[config.mk]
export PLATFORM = sky130hd
export DESIGN_NAME = video_timing_gen
export DESIGN_NICKNAME = d
export VERILOG_FILES = /design/src/rtl/video_timing_pkg.sv /design/src/rtl/video_timing_gen.sv
export SDC_FILE = /design/constraint.sdc
export NUM_CORES = 1
export LEC_CHECK = 0
export CAP_MARGIN = 30
export CELL_PAD_IN_SITES_DETAIL_PLACEMENT = 1
export CELL_PAD_IN_SITES_GLOBAL_PLACEMENT = 1
export CORE_UTILIZATION = 50
export DETAILED_ROUTE_END_ITERATION = 8
export PLACE_DENSITY = 0.95
export SLEW_MARGIN = 20
export SYNTH_ARGS = -nofsm -noshare
export SYNTH_HDL_FRONTEND = slang
export SYNTH_SLANG_ARGS = --single-unit
[constraint.sdc]
create_clock -name clock -period 14.9 [get_ports clock]
set_input_delay 2.98 -clock clock [delete_from_list [all_inputs] [get_ports clock]]
set_output_delay 2.98 -clock clock [all_outputs]
set_load 0.05 [all_outputs]
[src/rtl/video_timing_pkg.sv]
// Shared raster timing types, preset modes and
// the config validity check for the timing generator.
package video_timing_pkg;

  localparam int TW = 12;

  typedef struct packed {
    logic [TW-1:0] h_act;
    logic [TW-1:0] h_fp;
    logic [TW-1:0] h_sync;
    logic [TW-1:0] h_bp;
    logic [TW-1:0] v_act;
    logic [TW-1:0] v_fp;
    logic [TW-1:0] v_sync;
    logic [TW-1:0] v_bp;
  } timing_t;

  localparam timing_t TIMING_720P = '{
    h_act: TW'(1280), h_fp: TW'(110),
    h_sync: TW'(40), h_bp: TW'(220),
    v_act: TW'(720), v_fp: TW'(5),
    v_sync: TW'(5), v_bp: TW'(20)
  };

  localparam timing_t TIMING_1080P = '{
    h_act: TW'(1920), h_fp: TW'(88),
    h_sync: TW'(44), h_bp: TW'(148),
    v_act: TW'(1080), v_fp: TW'(4),
    v_sync: TW'(5), v_bp: TW'(36)
  };

  // Largest legal line or frame total
  localparam logic [TW+1:0] MAX_TOT =
    {2'b01, {TW{1'b0}}};

  function automatic logic [TW+1:0] h_total(
    input timing_t t
  );
    return {2'b00, t.h_act} + {2'b00, t.h_fp}
         + {2'b00, t.h_sync} + {2'b00, t.h_bp};
  endfunction

  function automatic logic [TW+1:0] v_total(
    input timing_t t
  );
    return {2'b00, t.v_act} + {2'b00, t.v_fp}
         + {2'b00, t.v_sync} + {2'b00, t.v_bp};
  endfunction

  function automatic logic timing_valid(
    input timing_t t
  );
    return (t.h_act != '0) && (t.h_sync != '0)
        && (t.v_act != '0) && (t.v_sync != '0)
        && (h_total(t) <= MAX_TOT)
        && (v_total(t) <= MAX_TOT);
  endfunction

endpackage

[src/rtl/video_timing_gen.sv]
// Runtime-reconfigurable raster timing generator with
// a one-entry shadow that is applied on frame wrap.
module video_timing_gen
  import video_timing_pkg::*;
#(
  parameter int W         = TW,
  parameter int DEF_H_ACT = 1280,
  parameter int DEF_H_FP  = 110,
  parameter int DEF_H_SYNC = 40,
  parameter int DEF_H_BP  = 220,
  parameter int DEF_V_ACT = 720,
  parameter int DEF_V_FP  = 5,
  parameter int DEF_V_SYNC = 5,
  parameter int DEF_V_BP  = 20,
  parameter bit HS_POL    = 1'b1,
  parameter bit VS_POL    = 1'b1
) (
  input  logic         clock,
  input  logic         reset,
  input  logic         pix_en,
  input  logic [W-1:0] cfg_h_act,
  input  logic [W-1:0] cfg_h_fp,
  input  logic [W-1:0] cfg_h_sync,
  input  logic [W-1:0] cfg_h_bp,
  input  logic [W-1:0] cfg_v_act,
  input  logic [W-1:0] cfg_v_fp,
  input  logic [W-1:0] cfg_v_sync,
  input  logic [W-1:0] cfg_v_bp,
  input  logic         cfg_valid,
  output logic         cfg_ready,
  output logic         cfg_err,
  output logic [W-1:0] h_count,
  output logic [W-1:0] v_count,
  output logic         de,
  output logic         hsync,
  output logic         vsync,
  output logic         line_start,
  output logic         frame_start
);

  localparam timing_t DEF_T = '{
    h_act: TW'(DEF_H_ACT), h_fp: TW'(DEF_H_FP),
    h_sync: TW'(DEF_H_SYNC), h_bp: TW'(DEF_H_BP),
    v_act: TW'(DEF_V_ACT), v_fp: TW'(DEF_V_FP),
    v_sync: TW'(DEF_V_SYNC), v_bp: TW'(DEF_V_BP)
  };

  timing_t        act_q;
  timing_t        shd_q;
  timing_t        cfg;
  logic           shd_full;
  logic [W-1:0]   hc;
  logic [W-1:0]   vc;
  logic [W+1:0]   hc_x;
  logic [W+1:0]   vc_x;
  logic [W+1:0]   h_tot;
  logic [W+1:0]   v_tot;
  logic [W+1:0]   hs_beg;
  logic [W+1:0]   hs_end;
  logic [W+1:0]   vs_beg;
  logic [W+1:0]   vs_end;
  logic           last_h;
  logic           last_v;
  logic           wrap;
  logic           de_n;
  logic           hs_n;
  logic           vs_n;
  logic           ls_n;

  assign cfg = '{
    h_act: cfg_h_act, h_fp: cfg_h_fp,
    h_sync: cfg_h_sync, h_bp: cfg_h_bp,
    v_act: cfg_v_act, v_fp: cfg_v_fp,
    v_sync: cfg_v_sync, v_bp: cfg_v_bp
  };

  assign cfg_ready = !shd_full;

  assign hc_x   = {2'b00, hc};
  assign vc_x   = {2'b00, vc};
  assign h_tot  = h_total(act_q);
  assign v_tot  = v_total(act_q);
  assign hs_beg = {2'b00, act_q.h_act}
                + {2'b00, act_q.h_fp};
  assign hs_end = hs_beg + {2'b00, act_q.h_sync};
  assign vs_beg = {2'b00, act_q.v_act}
                + {2'b00, act_q.v_fp};
  assign vs_end = vs_beg + {2'b00, act_q.v_sync};

  assign last_h = (hc_x == h_tot - 1'b1);
  assign last_v = (vc_x == v_tot - 1'b1);
  assign wrap   = pix_en && last_h && last_v;

  assign de_n = (hc_x < {2'b00, act_q.h_act})
             && (vc_x < {2'b00, act_q.v_act});
  assign hs_n = (hc_x >= hs_beg) && (hc_x < hs_end);
  assign vs_n = (vc_x >= vs_beg) && (vc_x < vs_end);
  assign ls_n = (hc == '0);

  // Shadow: validate requests, hand over at frame wrap
  always_ff @(posedge clock) begin
    if (reset) begin
      act_q    <= DEF_T;
      shd_q    <= '0;
      shd_full <= 1'b0;
      cfg_err  <= 1'b0;
    end else begin
      cfg_err <= 1'b0;
      if (cfg_valid && !shd_full) begin
        if (timing_valid(cfg)) begin
          shd_q    <= cfg;
          shd_full <= 1'b1;
        end else begin
          cfg_err <= 1'b1;
        end
      end else if (wrap && shd_full) begin
        act_q    <= shd_q;
        shd_full <= 1'b0;
      end
    end
  end

  // Raster position, advanced one pixel per pix_en
  always_ff @(posedge clock) begin
    if (reset) begin
      hc <= '0;
      vc <= '0;
    end else if (pix_en) begin
      if (last_h) begin
        hc <= '0;
        vc <= last_v ? '0 : vc + 1'b1;
      end else begin
        hc <= hc + 1'b1;
      end
    end
  end

  // Outputs decoded from the position, one pix_en late
  always_ff @(posedge clock) begin
    if (reset) begin
      h_count     <= '0;
      v_count     <= '0;
      de          <= 1'b0;
      hsync       <= !HS_POL;
      vsync       <= !VS_POL;
      line_start  <= 1'b0;
      frame_start <= 1'b0;
    end else if (pix_en) begin
      h_count     <= hc;
      v_count     <= vc;
      de          <= de_n;
      hsync       <= hs_n ? HS_POL : !HS_POL;
      vsync       <= vs_n ? VS_POL : !VS_POL;
      line_start  <= ls_n;
      frame_start <= ls_n && (vc == '0);
    end
  end

endmodule

==> results.py <==
metrics = {
    "placed_design": {
        "port_buffers": 130,
        "dp_hpwl_um": 45700,
        "gp_congestion": 0.925,
        "pre_cts_ws_ns": 5.62,
    },
    "timing": {
        "setup_slack_ns": 5.90,
        "slew_headroom_pct": 31.8,
        "setup-violations-final": 0,
        "hold_viol": 0,
        "finalSetupTns_ns": 0,
        "fin_crit_ns": 9.00,
        "skew_ns": 0.0235,
        "worstMarginPinSlew_ns": 1.02,
        "fmax_ghz": 0.111,
        "rsz0062_at_grt": "false",
        "fin_crit_sh_pct": 60.4,
        "slew_viol_final": 0,
        "whs_ns": 0.476,
    },
    "floorplanning": {
        "initial_utilization_pct": 50.6,
        "die_area_um2": 36700,
        "rows": 69,
        "fp.dieH_um": 192,
        "die_w_um": 192,
        "core_um2": 35500,
        "pin_count": 131,
    },
    "clocking": {
        "numCtsBuffers": 28,
        "postCtsSetupBuffers": 0,
        "tritoncts_num_sinks": 247,
        "h-tree-depth": 1,
        "cts_tree": "yes",
        "path_clk_slew_ns": 0.06,
        "root_buffer": "clkbuf_16",
        "cts_resized": 0,
        "clock_path_buffers": 3,
        "clk-insertion-delay-late_ns": 0.58,
        "ctsHoldBuffers": 0,
    },
    "synth": {
        "synth_compound_area_share_pct": 18.0,
        "synth_seq_cells": 247,
        "ys_warn_count": 0,
        "synth_edf_count": 0,
        "yosys.cell_types.count": 65,
        "synth_adder_area_share_pct": 19.5,
        "synth-xor-area-share_pct": 4.78,
        "synth_mux_area_share_pct": 6.80,
        "synth_ff_type": "dfxtp_1",
        "synth.area.top_cells": "dfxtp_1 28%, ha_1 14%, mux2i_1 6.7%, fa_1 6.0%, nand2_1 5.0%",
        "seq_area_frac_synth_pct": 27.5,
        "synth_top_area_share_pct": 27.5,
        "synth.avg_cell_area_um2": 8.60,
        "post-synth-top-area-cell": "dfxtp_1",
        "synth_top_family_by_area": "adder cells",
        "synth_fp_nets": 2437,
        "synthCells": 2089,
        "synthesis.area_um2": 18000,
        "yosys.area_share.simple_pct": 17.1,
        "ys_async_sr_fraction_pct": 0,
    },
    "drt": {
        "drtAntennaViolNets": 0,
        "viasPerCell": 6.63,
        "drcViolationCount": 0,
        "wire_per_inst_um": 25.4,
        "drtPass1Iterations": 7,
        "drt_iter0_drc": 1430,
        "routed_wl_um": 66500,
        "vias": 17300,
    },
    "setup_path": {
        "reg2reg_slack_ns": 6.00,
        "cp-start-kind": "input pin",
        "worstPathArrival_ns": 9.48,
        "worstSetupEndpointType": "flop",
        "crit_type": "input pin to flop",
        "worstPathRequired_ns": 15.38,
        "worst-path-max-fanout": 57,
    },
    "final_layout": {
        "drive_gt1_share_pct": 5.57,
        "diodes": 0,
        "areaGrowthSynthToFinish_pct": 13.5,
        "finish.utilization_pct": 57.5,
        "final_cell_mix": "246 x dfxtp_1, 240 x nand2_1, 194 x ha_1, 152 x inv_1, 151 x a21oi_1",
        "layout_commonest_cell": "dfxtp_1",
        "nets": 2480,
        "fillers": 4086,
    },
    "grt": {
        "grt_max_degree": 149,
        "antenna_found_initial": 0,
        "grt_pass1_vias": 18200,
        "overflow": 0,
        "grt_pass1_wl_um": 104000,
        "grt_usage_pct": 36.0,
    },
    "run": {
        "cap_viol_max_count": 0,
    },
    "pwr": {
        "leakage_nw": 8.23,
        "power.density_nw_per_um2": 90.5,
        "vdd_drop_max_mv": 0.0930,
    },
    "hold_path": {
        "hold_path_class": "flop to flop",
    },
    "status": {
        "run_status": "finished, final reports clean",
    },
}
[report_power, final]
part	internal, mW	switching [mW]
sequential	0.679	0.0171
clock	0.432	0.310
combinational	0.158	0.251
[state kept, by name (all words and copies together), names as in the netlist]
| signal | flops |
|---|---|
| de | 1 |
| vsync | 1 |
| h_count | 12 |
| act_q | 96 |
| vc | 12 |
| cfg_err | 1 |
| hc | 12 |
| line_start | 1 |
| frame_start | 1 |
| v_count | 12 |
| shd_q | 96 |
| hsync | 1 |
| shd_full | 1 |
[critical path, cell delays in order]
cell             delay [ns]
clkdlybuf4s50_1        0.57
fa_1                   0.47
fa_1                   0.48
ha_1                   0.24
fa_1                   0.43
or3_1                  0.41
a2111o_1               0.37
a311oi_1               0.29
o2111ai_1              0.18
nor4b_1                0.45
a41oi_1                0.21
o32a_1                 0.37
nor3_2                 0.17
buf_4                  0.58
buf_4                  0.86
mux2i_1                0.34
[metal layers]
| layer | track usage, % | routed length (um) | vias to the layer above |
|---|---|---|---|
| met5 | 0 | 0 | - |
| met4 | 16.0 | 2950 | 0 |
| met3 | 5.60 | 4770 | 217 |
| met2 | 60.8 | 31700 | 913 |
| met1 | 45.1 | 27100 | 8615 |
| li1 | - | - | 7579 |
[stage by stage]
step | instances | cell area [um^2] | total power, mW
after global placement | 2562 | 19400 | 1.08
after CTS | 2613 | 20400 | 1.83
after floorplan | 2089 | 18000 | 0.968
after global routing | 2614 | 20400 | 1.90
final | 2614 | 20400 | 1.85
after detailed placement | 2562 | 19400 | 1.10
[area by class of cell]
type | count | area, um^2 | area share (%)
inverters | 154 | 584 | 2.87
clock buffers | 36 | 762 | 3.74
well taps | 461 | 577 | 2.83
multi-input cells | 1560 | 11900 | 58.5
clock inverters | 15 | 196 | 0.963
flip-flops and latches | 247 | 4950 | 24.3
repair buffers | 141 | 1400 | 6.85
[path summary, 6_finish.rpt]
| kind | startpoint | end | cells after the start |
|---|---|---|---|
| max | cfg_h_sync[1] | shd_q[11] | 16 |
| min | act_q[5] | act_q[5] | 2 |
| max reg2reg | act_q[72] | vc[6] | 28 |
| min reg2reg | act_q[5] | act_q[5] | 2 |
[synth_stat cells (10+ instances only)]
cell	n
a21oi_1	151
xor2_1	45
nand2_1	240
and3_1	10
clkbuf_1	92
nand3_1	56
ha_1	194
xnor2_1	53
nand4_1	106
mux2i_1	121
o2111ai_1	10
nor4_1	29
o31ai_1	72
o21ai_0	47
buf_2	16
o31ai_2	40
nor3_1	23
fa_1	54
inv_1	153
nor2b_1	15
a21o_1	42
or2_2	11
o21a_1	15
dfxtp_1	247
buf_1	15
nand2b_1	16
nor2_1	88
[logic make-up after synthesis]
| kind of cell | count (synthesis) |
|---|---|
| and+or+nand+nor | 629 |
| AOI/OAI and AO/OA | 463 |
| buffers and inverters | 282 |
| adders and majority gates | 248 |
| DFF | 247 |
| muxes | 122 |
| xor gates and xnor gates | 98 |
No activity file was read; power rests on OpenSTA's default activity.
